### config.mk
export PLATFORM = sky130hd
export DESIGN_NAME = matrix_1bit_line_ctrl_flat
export DESIGN_NICKNAME = d
export VERILOG_FILES = /design/src/rtl/matrix_1bit_line_ctrl_if.sv /design/src/rtl/matrix_1bit_line_ctrl.sv /design/src/flat_wrapper.sv
export SDC_FILE = /design/constraint.sdc
export NUM_CORES = 1
export LEC_CHECK = 0
export ABC_AREA = 1
export CAP_MARGIN = 20
export CORE_MARGIN = 4
export CORE_UTILIZATION = 38
export CTS_BUF_LIST = sky130_fd_sc_hd__clkbuf_16
export CTS_CLUSTER_DIAMETER = 200
export DETAILED_ROUTE_END_ITERATION = 8
export SKIP_CTS_REPAIR_TIMING = 1
export SYNTH_ARGS = -nofsm -noshare
export SYNTH_HDL_FRONTEND = slang
export SYNTH_SLANG_ARGS = --single-unit
### constraint.sdc
create_clock -name i_clock -period 1.8 [get_ports i_clock]
set_input_delay 0.27 -clock i_clock [delete_from_list [all_inputs] [get_ports i_clock]]
set_output_delay 0.27 -clock i_clock [all_outputs]
set_load 0.03 [all_outputs]
### src/rtl/matrix_1bit_line_ctrl_if.sv
// Signal bundle between the binarisation stage, the line controller and the
// 1-bit line-shift RAM / 3x3 window registers.
interface matrix_1bit_line_ctrl_if;
  logic per_frame_vsync;
  logic per_frame_href;
  logic per_frame_clken;
  logic per_img_bit;
  logic ram_href;
  logic ram_clken;
  logic ram_shiftin;
  logic mat_vsync;
  logic mat_href;
  logic mat_clken;
  logic mat_win_valid;
  logic frame_done;
  logic line_len_err;

  // Upstream pixel source: drives the frame stream, observes the controller.
  modport master (
    output per_frame_vsync, per_frame_href, per_frame_clken, per_img_bit,
    input  ram_href, ram_clken, ram_shiftin,
    input  mat_vsync, mat_href, mat_clken, mat_win_valid,
    input  frame_done, line_len_err
  );

  // Line controller side.
  modport slave (
    input  per_frame_vsync, per_frame_href, per_frame_clken, per_img_bit,
    output ram_href, ram_clken, ram_shiftin,
    output mat_vsync, mat_href, mat_clken, mat_win_valid,
    output frame_done, line_len_err
  );
endinterface

### src/rtl/matrix_1bit_line_ctrl.sv
// Line-buffer sequencer for the 3x3 binary matrix generator.
//
// state       | meaning
// ------------+-------------------------------------------------------
// S_IDLE      | after reset; pixels ignored until a vsync rising edge
// S_WAIT_LINE | frame open, waiting for href of the next line (col=0)
// S_LINE      | inside a line; pixels accepted while col < IMG_W
// S_DONE      | last line ended; pixels ignored until next vsync rise
module matrix_1bit_line_ctrl #(
  parameter int IMG_W    = 640,
  parameter int IMG_H    = 480,
  parameter int CNT_W    = 10,
  parameter int PIPE_LAT = 3
) (
  input  logic                    i_clock,
  input  logic                    i_rst_n,
  matrix_1bit_line_ctrl_if.slave  io_bus
);

  typedef enum logic [1:0] {
    S_IDLE      = 2'd0,
    S_WAIT_LINE = 2'd1,
    S_LINE      = 2'd2,
    S_DONE      = 2'd3
  } state_t;

  localparam logic [CNT_W-1:0] LP_COL_MAX  = CNT_W'(IMG_W);
  localparam logic [CNT_W-1:0] LP_ROW_LAST = CNT_W'(IMG_H - 1);
  localparam logic [CNT_W-1:0] LP_TWO      = CNT_W'(2);
  localparam logic [CNT_W-1:0] LP_ONE      = CNT_W'(1);

  state_t             r_state;
  state_t             w_state_nxt;
  logic [CNT_W-1:0]   r_col;
  logic [CNT_W-1:0]   r_row;
  logic [CNT_W-1:0]   w_col_nxt;
  logic [CNT_W-1:0]   w_row_nxt;

  logic               r_vsync_q;
  logic               r_href_q;
  logic               r_line_len_err;
  logic               r_frame_done;

  logic               w_vsync_rise;
  logic               w_href_fall;
  logic               w_accept;
  logic               w_err_set;
  logic               w_done_set;
  logic               w_win_ok;
  logic               w_in_frame;

  logic               r_ram_href;
  logic               r_ram_clken;
  logic               r_ram_shiftin;
  logic               r_win_ok;

  logic [PIPE_LAT-1:0] r_dly_vsync;
  logic [PIPE_LAT-1:0] r_dly_href;
  logic [PIPE_LAT-1:0] r_dly_clken;
  logic [PIPE_LAT-1:0] r_dly_win;

  assign w_vsync_rise = io_bus.per_frame_vsync & ~r_vsync_q;
  assign w_href_fall  = ~io_bus.per_frame_href & r_href_q;
  // Window is complete once two full rows and two columns precede this pixel.
  assign w_win_ok     = (r_row >= LP_TWO) && (r_col >= LP_TWO);
  assign w_in_frame   = (r_state == S_WAIT_LINE) || (r_state == S_LINE);

  // Next-state, counter and event decode; a vsync rise overrides everything.
  always_comb begin
    w_state_nxt = r_state;
    w_col_nxt   = r_col;
    w_row_nxt   = r_row;
    w_accept    = 1'b0;
    w_err_set   = 1'b0;
    w_done_set  = 1'b0;
    if (w_vsync_rise) begin
      w_state_nxt = S_WAIT_LINE;
      w_col_nxt   = '0;
      w_row_nxt   = '0;
    end else begin
      case (r_state)
        S_IDLE: begin
          w_state_nxt = S_IDLE;
        end
        S_WAIT_LINE: begin
          w_col_nxt = '0;
          if (io_bus.per_frame_href) begin
            w_state_nxt = S_LINE;
            if (io_bus.per_frame_clken) begin
              w_accept  = 1'b1;
              w_col_nxt = LP_ONE;
            end
          end
        end
        S_LINE: begin
          if (io_bus.per_frame_href && io_bus.per_frame_clken) begin
            if (r_col < LP_COL_MAX) begin
              w_accept  = 1'b1;
              w_col_nxt = r_col + LP_ONE;
            end else begin
              w_err_set = 1'b1;
            end
          end
          if (w_href_fall) begin
            if (r_col != LP_COL_MAX) begin
              w_err_set = 1'b1;
            end
            if (r_row == LP_ROW_LAST) begin
              w_state_nxt = S_DONE;
              w_done_set  = 1'b1;
            end else begin
              w_row_nxt   = r_row + LP_ONE;
              w_state_nxt = S_WAIT_LINE;
            end
          end
        end
        S_DONE: begin
          w_state_nxt = S_DONE;
        end
        default: begin
          w_state_nxt = S_IDLE;
        end
      endcase
    end
  end

  // State, position counters, edge-detect history and status flags.
  always_ff @(posedge i_clock) begin
    if (!i_rst_n) begin
      r_state        <= S_IDLE;
      r_col          <= '0;
      r_row          <= '0;
      r_vsync_q      <= 1'b0;
      r_href_q       <= 1'b0;
      r_frame_done   <= 1'b0;
      r_line_len_err <= 1'b0;
    end else begin
      r_state      <= w_state_nxt;
      r_col        <= w_col_nxt;
      r_row        <= w_row_nxt;
      r_vsync_q    <= io_bus.per_frame_vsync;
      r_href_q     <= io_bus.per_frame_href;
      r_frame_done <= w_done_set;
      if (w_vsync_rise) begin
        r_line_len_err <= 1'b0;
      end else if (w_err_set) begin
        r_line_len_err <= 1'b1;
      end
    end
  end

  // RAM-facing stage: gated strobe, pixel and href, plus the window flag.
  always_ff @(posedge i_clock) begin
    if (!i_rst_n) begin
      r_ram_href    <= 1'b0;
      r_ram_clken   <= 1'b0;
      r_ram_shiftin <= 1'b0;
      r_win_ok      <= 1'b0;
    end else begin
      r_ram_href    <= io_bus.per_frame_href & w_in_frame;
      r_ram_clken   <= w_accept;
      r_ram_shiftin <= io_bus.per_img_bit;
      r_win_ok      <= w_accept & w_win_ok;
    end
  end

  // Delay lines matching the line-buffer tap latency.
  always_ff @(posedge i_clock) begin
    if (!i_rst_n) begin
      r_dly_vsync <= '0;
      r_dly_href  <= '0;
      r_dly_clken <= '0;
      r_dly_win   <= '0;
    end else begin
      r_dly_vsync[0] <= r_vsync_q;
      r_dly_href[0]  <= r_ram_href;
      r_dly_clken[0] <= r_ram_clken;
      r_dly_win[0]   <= r_win_ok;
      for (int i = 1; i < PIPE_LAT; i++) begin
        r_dly_vsync[i] <= r_dly_vsync[i-1];
        r_dly_href[i]  <= r_dly_href[i-1];
        r_dly_clken[i] <= r_dly_clken[i-1];
        r_dly_win[i]   <= r_dly_win[i-1];
      end
    end
  end

  assign io_bus.ram_href      = r_ram_href;
  assign io_bus.ram_clken     = r_ram_clken;
  assign io_bus.ram_shiftin   = r_ram_shiftin;
  assign io_bus.mat_vsync     = r_dly_vsync[PIPE_LAT-1];
  assign io_bus.mat_href      = r_dly_href[PIPE_LAT-1];
  assign io_bus.mat_clken     = r_dly_clken[PIPE_LAT-1];
  assign io_bus.mat_win_valid = r_dly_clken[PIPE_LAT-1] & r_dly_win[PIPE_LAT-1];
  assign io_bus.frame_done    = r_frame_done;
  assign io_bus.line_len_err  = r_line_len_err;

endmodule

### src/flat_wrapper.sv
// flat-port wrapper written by rule: the top's interface ports become plain ports
module matrix_1bit_line_ctrl_flat 
#(
  parameter int IMG_W    = 640,
  parameter int IMG_H    = 480,
  parameter int CNT_W    = 10,
  parameter int PIPE_LAT = 3
)
  (i_clock, i_rst_n, io_bus_per_frame_vsync, io_bus_per_frame_href, io_bus_per_frame_clken, io_bus_per_img_bit, io_bus_ram_href, io_bus_ram_clken, io_bus_ram_shiftin, io_bus_mat_vsync, io_bus_mat_href, io_bus_mat_clken, io_bus_mat_win_valid, io_bus_frame_done, io_bus_line_len_err);
  matrix_1bit_line_ctrl_if io_bus_i ();
  input  logic i_clock;
  input  logic i_rst_n;
  input wire logic [$bits(io_bus_i.per_frame_vsync)-1:0] io_bus_per_frame_vsync;
  input wire logic [$bits(io_bus_i.per_frame_href)-1:0] io_bus_per_frame_href;
  input wire logic [$bits(io_bus_i.per_frame_clken)-1:0] io_bus_per_frame_clken;
  input wire logic [$bits(io_bus_i.per_img_bit)-1:0] io_bus_per_img_bit;
  output wire logic [$bits(io_bus_i.ram_href)-1:0] io_bus_ram_href;
  output wire logic [$bits(io_bus_i.ram_clken)-1:0] io_bus_ram_clken;
  output wire logic [$bits(io_bus_i.ram_shiftin)-1:0] io_bus_ram_shiftin;
  output wire logic [$bits(io_bus_i.mat_vsync)-1:0] io_bus_mat_vsync;
  output wire logic [$bits(io_bus_i.mat_href)-1:0] io_bus_mat_href;
  output wire logic [$bits(io_bus_i.mat_clken)-1:0] io_bus_mat_clken;
  output wire logic [$bits(io_bus_i.mat_win_valid)-1:0] io_bus_mat_win_valid;
  output wire logic [$bits(io_bus_i.frame_done)-1:0] io_bus_frame_done;
  output wire logic [$bits(io_bus_i.line_len_err)-1:0] io_bus_line_len_err;
  assign io_bus_i.per_frame_vsync = io_bus_per_frame_vsync;
  assign io_bus_i.per_frame_href = io_bus_per_frame_href;
  assign io_bus_i.per_frame_clken = io_bus_per_frame_clken;
  assign io_bus_i.per_img_bit = io_bus_per_img_bit;
  assign io_bus_ram_href = io_bus_i.ram_href;
  assign io_bus_ram_clken = io_bus_i.ram_clken;
  assign io_bus_ram_shiftin = io_bus_i.ram_shiftin;
  assign io_bus_mat_vsync = io_bus_i.mat_vsync;
  assign io_bus_mat_href = io_bus_i.mat_href;
  assign io_bus_mat_clken = io_bus_i.mat_clken;
  assign io_bus_mat_win_valid = io_bus_i.mat_win_valid;
  assign io_bus_frame_done = io_bus_i.frame_done;
  assign io_bus_line_len_err = io_bus_i.line_len_err;
  matrix_1bit_line_ctrl #(.IMG_W(IMG_W), .IMG_H(IMG_H), .CNT_W(CNT_W), .PIPE_LAT(PIPE_LAT)) u_core (.i_clock(i_clock), .i_rst_n(i_rst_n), .io_bus(io_bus_i));
endmodule
==> flow_metrics.py, run 1 <==
metrics = {
    "run": {
        "max-cap-violations": 0,
    },
    "layout": {
        "layout-drive-gt1-share_pct": 7.28,
        "postLayoutCoreUtil_pct": 47.4,
        "n_antenna_cell": 0,
        "syn_to_final_growth_pct": 19.6,
        "nNetsFinal": 328,
    },
    "sta": {
        "finClkSkew_ns": 0.00410,
        "finalSetupViolations": 0,
        "period_share_pct": 90.1,
        "drv_slew": 0,
        "holdWs_ns": 0.408,
        "hold_violations": 0,
        "timing.fmax_ghz": 0.617,
        "period_needed_ns": 1.62,
        "tns_ns": 0,
        "rsz0062_at_grt": "no",
        "worstMarginPinSlew_ns": 0.312,
        "slew-limit-headroom_pct": 79.2,
    },
    "die": {
        "die-area_sq_um": 6600,
        "coreArea_sq_um": 5140,
        "io_pins": 15,
        "num_rows": 26,
        "fp.dieW_microns": 81.2,
        "start_util_pct": 39.7,
        "fp.dieH_microns": 81.2,
    },
    "min_path": {
        "worstHoldPathType": "reg -> reg",
    },
    "route": {
        "ant_nets": 0,
        "drt_iter0_markers": 98,
        "num_vias": 1743,
        "wl_per_cell_microns": 9.87,
        "wirelength_mm": 3.81,
        "first_pass_iters": 4,
        "vias_per_cell": 4.52,
        "drc_errors": 0,
    },
    "setup_path": {
        "crit_path_top_delay_cell": "clkdlybuf4s50_1",
        "crit_arrival_ns": 1.35,
        "startpoint_type": "flop",
        "criticalPathCategory": "reg -> out",
        "cp-end-kind": "output port",
        "worstPathMaxFanout": 2,
        "slowest_delay_ns": 0.66,
        "crit_family": "buffers and inverters",
        "crit_required_ns": 1.53,
        "path_cells": "nand2_1 -> inv_1 -> clkdlybuf4s50_1",
        "path_buf_inv": 2,
    },
    "yosys": {
        "yosys.area.top_type_share_pct": 41.3,
        "ys_ff_latch": 42,
        "synth_edf_count": 0,
        "ys.flop_type": "dfxtp_1",
        "synth_area_leaders": "dfxtp_1 41%, nand2_1 17%, inv_1 9.4%",
        "ys_seq_area_share_pct": 41.3,
        "syn_area_sq_um": 2040,
        "synth_cell_types": 27,
        "syn-num-nets": 307,
        "syn-instance-count": 294,
        "async_flop_share_pct": 0,
        "yosysWarnings": 0,
        "yosysTopAreaCell": "dfxtp_1",
        "synth.avg_cell_area_sq_um": 6.93,
    },
    "global_routing": {
        "antenna_found_initial": 0,
        "grt_pass1_vias": 1535,
        "grt_pass1_wl_mm": 6.70,
        "track_usage_pct": 13.0,
        "grt_max_degree": 17,
        "overflow": 0,
    },
    "power_and_ir_drop": {
        "cellPowerDensity_nw_per_um2": 854,
        "p_int_w": 0.00164,
        "combPwrFrac_pct": 6.5,
        "p_leak_nw": 1.14,
        "pwr-share-clk_pct": 47.8,
        "power_frac_seq_pct": 45.7,
        "ir_drop_v": 0.000398,
        "finalPower_w": 0.00208,
        "switching_share_pct": 21.2,
        "switchingPower_w": 0.000441,
    },
    "cts": {
        "cts.clk_slew.worst_paths_ns": 0.06,
        "cts_tree": "done",
        "numCtsBuffers": 5,
        "clk_latency_ns": 0.28,
        "htree_levels": 2,
        "cts_max_path_buffers": 2,
        "root_buffer": "clkbuf_16",
        "cts.sinks": 42,
    },
    "placement": {
        "place.detailed.hpwl_mm": 2.86,
        "gp_congestion": 0.799,
        "portBuffers": 14,
    },
    "outcome": {
        "status": "complete, no violations",
    },
}
## cells in the final DEF, fill, tap and decap left out, types with 3 or more instances in the layout
cell             synthesis  layout
ha_1                     7       7
nor2_1                  24      24
clkbuf_16                0       5
nand2_1                 95      95
nor4_1                   3       3
a21oi_1                 18      18
nand3_1                 15      15
o21ai_0                  8       8
nand4_1                  4       4
dfxtp_1                 42      42
buf_4                    0       4
xor2_1                   3       3
clkdlybuf4s50_1          0      14
nor2_4                   4       4
inv_1                   51      52
## final timing paths
kind	end	slack [ns]	start	depth (start not counted)
min reg2reg	u_core.r_dly_win[0]	0.41	u_core.r_win_ok	2
min	u_core.r_dly_win[0]	0.41	u_core.r_win_ok	2
max reg2reg	u_core.r_row[1]	0.23	u_core.r_row[1]	9
max	io_bus_mat_win_valid	0.18	u_core.r_dly_clken[2]	3
## kinds of logic after synthesis
kind of cell               Yosys count  synth area share (%)
AOI/OAI and AO/OA                   28                  7.18
xor gates and xnor gates             5                  2.15
adders and majority gates            7                  4.30
buffers and inverters               57                  10.9
DFF                                 42                  41.3
and+or+nand+nor                    155                  34.2
## tightest hold or removal path, stage by stage, from the launching register on
cell and delay [ns]:
dfxtp_1 0.30, nand2_1 0.04, inv_1 0.04
## state kept, by name, indices dropped and copies added, names as in the netlist
signal	count
u_core.r_dly_clken	3
u_core.r_row	10
u_core.r_state	2
u_core.io_bus.line_len_err	1
u_core.r_dly_win	3
u_core.r_href_q	1
u_core.r_dly_vsync	3
u_core.io_bus.frame_done	1
u_core.r_col	10
u_core.r_vsync_q	1
u_core.io_bus.ram_clken	1
u_core.r_dly_href	3
u_core.io_bus.ram_href	1
u_core.r_win_ok	1
u_core.io_bus.ram_shiftin	1
## per-layer routing
layer | wire length (microns) | GRT usage [%]
met1 | 1950 | 17.4
met2 | 1760 | 20.5
met3 | 69 | 3.33
met4 | 25 | 4.05
met5 | 0 | 0
## per-stage QoR
stage	setup WS (ns)	instance area, sq um	cells
floorplan	0.344	2040	294
global placement	0.156	2270	378
detailed placement	0.121	2270	378
CTS	0.163	2440	386
global route	0.0233	2440	386
finish	0.179	2440	386
## final cells by class
cell class,instances,area (sq um)
Inverter,53,199
Timing Repair Buffer,18,170
Fill cell,561,2700
Sequential cell,42,841
Clock inverter,3,41.3
Tap cell,70,87.6
Clock buffer,5,125
Multi-Input combinational cell,195,975
## cell usage after synthesis (3+ instances only)
cell and count:
dfxtp_1 42, nand4_1 4, o21ai_0 8, nand2_1 95, nand3_1 15, nor4_1 3, nor2_1 24, xor2_1 3
inv_1 51, nor2_4 4, ha_1 7, a21oi_1 18
## power by group through the flow
stage / sequential [W] / combinational [W] / clock, W
finish: 0.000952 / 0.000136 / 0.000995
CTS: 0.000952 / 0.000138 / 0.00102
global placement: 0.000973 / 0.000137 / 0
detailed placement: 0.000973 / 0.000138 / 0
global route: 0.000953 / 0.000155 / 0.00106
floorplan: 0.000979 / 0.0000852 / 0
Note: power is estimated with default switching activity, not from simulation.
==> inputs of run 2 (changes only) <==
--- a/config.mk
+++ b/config.mk
@@ -12,6 +12,7 @@
 export CTS_BUF_LIST = sky130_fd_sc_hd__clkbuf_16
 export CTS_CLUSTER_DIAMETER = 200
 export DETAILED_ROUTE_END_ITERATION = 8
+export GPL_ROUTABILITY_DRIVEN = 0
 export SKIP_CTS_REPAIR_TIMING = 1
 export SYNTH_ARGS = -nofsm -noshare
 export SYNTH_HDL_FRONTEND = slang
==> results of run 2 <==
The final DEF is identical to that of run 1; final timing and power are the same.
==> inputs of run 3 (changes only) <==
--- a/config.mk
+++ b/config.mk
@@ -9,7 +9,7 @@
 export CAP_MARGIN = 20
 export CORE_MARGIN = 4
 export CORE_UTILIZATION = 38
-export CTS_BUF_LIST = sky130_fd_sc_hd__clkbuf_16
+export CTS_BUF_LIST = sky130_fd_sc_hd__clkbuf_8 sky130_fd_sc_hd__clkbuf_16
 export CTS_CLUSTER_DIAMETER = 200
 export DETAILED_ROUTE_END_ITERATION = 8
 export GPL_ROUTABILITY_DRIVEN = 0
==> run 3 against run 2 <==
Compared with the run above: final area down 2.3%; first-iteration DRC count up 18%; utilization down 1.1 points; fmax down 1.4%; total power down 13%; worst setup slack worse by 0.023 ns; non-clock buffer count unchanged; global-route usage about the same; sequential share of layout area up 0.81 points; clock skew up 0.00096 ns; largest cell class unchanged; highest routed layer unchanged.
==> flow_metrics.py, run 3 (synthesis gave the netlist of run 1 again) <==
metrics = {
    "cts": {
        "cts.clk_slew.worst_paths_ns": 0.08,
        "clk_latency_ns": 0.29,
        "cts.sinks": 42,
        "htree_levels": 2,
        "cts_max_path_buffers": 2,
        "numCtsBuffers": 5,
        "root_buffer": "clkbuf_8",
        "cts_tree": "done",
    },
    "run": {
        "max-cap-violations": 0,
    },
    "sta": {
        "period_needed_ns": 1.64,
        "hold_violations": 0,
        "finalSetupViolations": 0,
        "drv_slew": 0,
        "finClkSkew_ns": 0.00507,
        "worstMarginPinSlew_ns": 0.312,
        "fin_ws_ns": 0.156,
        "timing.fmax_ghz": 0.608,
        "period_share_pct": 91.3,
        "slew-limit-headroom_pct": 79.2,
        "tns_ns": 0,
        "rsz0062_at_grt": "no",
    },
    "die": {
        "start_util_pct": 39.7,
        "fp.dieH_microns": 81.2,
        "fp.dieW_microns": 81.2,
        "num_rows": 26,
        "coreArea_sq_um": 5140,
        "io_pins": 15,
        "die-area_sq_um": 6600,
    },
    "setup_path": {
        "path_cells": "nand2_1 -> inv_1 -> clkdlybuf4s50_1",
        "crit_arrival_ns": 1.37,
        "criticalPathCategory": "reg -> out",
        "crit_path_top_delay_cell": "clkdlybuf4s50_1",
        "worstPathMaxFanout": 2,
        "cp-end-kind": "output port",
        "slowest_delay_ns": 0.66,
        "crit_required_ns": 1.53,
        "startpoint_type": "flop",
    },
    "placement": {
        "portBuffers": 14,
        "place.detailed.hpwl_mm": 2.86,
        "dp_slack_ns": 0.121,
        "placed_area_sq_um": 2270,
    },
    "layout": {
        "reg.largest.list": "u_core.r_col: 10 flops, u_core.r_row: 10 flops",
        "syn_to_final_growth_pct": 16.9,
        "layout-drive-gt1-share_pct": 7.28,
        "fill_cells": 571,
        "mostFrequentLayoutCells": "95 x nand2_1, 52 x inv_1, 42 x dfxtp_1, 24 x nor2_1, 18 x a21oi_1",
        "multiInputGateArea_sq_um": 975,
        "final_common_cell": "nand2_1",
        "seqCellArea_sq_um": 841,
        "nNetsFinal": 328,
        "n_antenna_cell": 0,
        "finalInstanceArea_sq_um": 2380,
    },
    "route": {
        "first_pass_iters": 4,
        "drc_errors": 0,
        "wl_per_cell_microns": 9.89,
        "wirelength_mm": 3.82,
        "ant_nets": 0,
        "num_vias": 1727,
        "vias_per_cell": 4.47,
        "drt_iter0_markers": 116,
    },
    "power_and_ir_drop": {
        "p_leak_nw": 1.11,
        "finalPower_w": 0.00182,
        "cellPowerDensity_nw_per_um2": 764,
        "ir_drop_v": 0.000408,
    },
    "global_routing": {
        "antenna_found_initial": 0,
        "grt_max_degree": 17,
        "grt_pass1_wl_mm": 6.67,
        "track_usage_pct": 13.1,
        "grt_pass1_vias": 1531,
        "overflow": 0,
    },
    "outcome": {
        "status": "complete, no violations",
    },
    "min_path": {
        "worstHoldPathType": "reg -> reg",
    },
}
-- run 3: report_power, final --
| group | total (W) | internal (W) | switching, W |
|---|---|---|---|
| combinational | 0.000136 | 0.0000489 | 0.0000871 |
| sequential | 0.000951 | 0.000943 | 0.00000758 |
| clock | 0.000733 | 0.000408 | 0.000325 |
-- run 3: cell type report --
| cell class | instances | area share (%) |
|---|---|---|
| Clock inverter | 3 | 1.73 |
| Timing Repair Buffer | 18 | 7.14 |
| Inverter | 53 | 8.35 |
| Sequential cell | 42 | 35.3 |
| Clock buffer | 5 | 2.89 |
| Multi-Input combinational cell | 195 | 40.9 |
| Tap cell | 70 | 3.68 |
-- run 3: per-stage QoR --
stage | utilization (%) | instances | hold WS [ns]
6_report | 46.3 | 386 | 0.412
5_1_grt | 46.3 | 386 | 0.431
4_1_cts | 46.3 | 386 | 0.417
3_5_place_dp | 44.2 | 378 | 0.395
3_3_place_gp | 44.2 | 378 | 0.392
2_1_floorplan | - | 294 | 0.363
-- run 3: per-layer routing --
metal	part of all wire (%)	global-route usage (%)
met3	2.4	3.33
met4	1.5	4.56
met2	45	20.4
met5	0	0
met1	51	17.4
-- run 3: final timing paths --
path | to | startpoint | slack [ns] | depth (start not counted)
max | io_bus_mat_win_valid | u_core.r_dly_clken[2] | 0.16 | 3
min | u_core.r_dly_win[0] | u_core.r_win_ok | 0.41 | 2
max reg2reg | u_core.r_col[6] | u_core.r_state[0] | 0.23 | 10
min reg2reg | u_core.r_dly_win[0] | u_core.r_win_ok | 0.41 | 2
-- run 3: worst max-delay path: cells and delay by family (launching register included) --
kind                   cells  cell delay, ns
AND/OR/NAND/NOR            1            0.05
buffers and inverters      2            0.70
flip-flops                 1            0.33
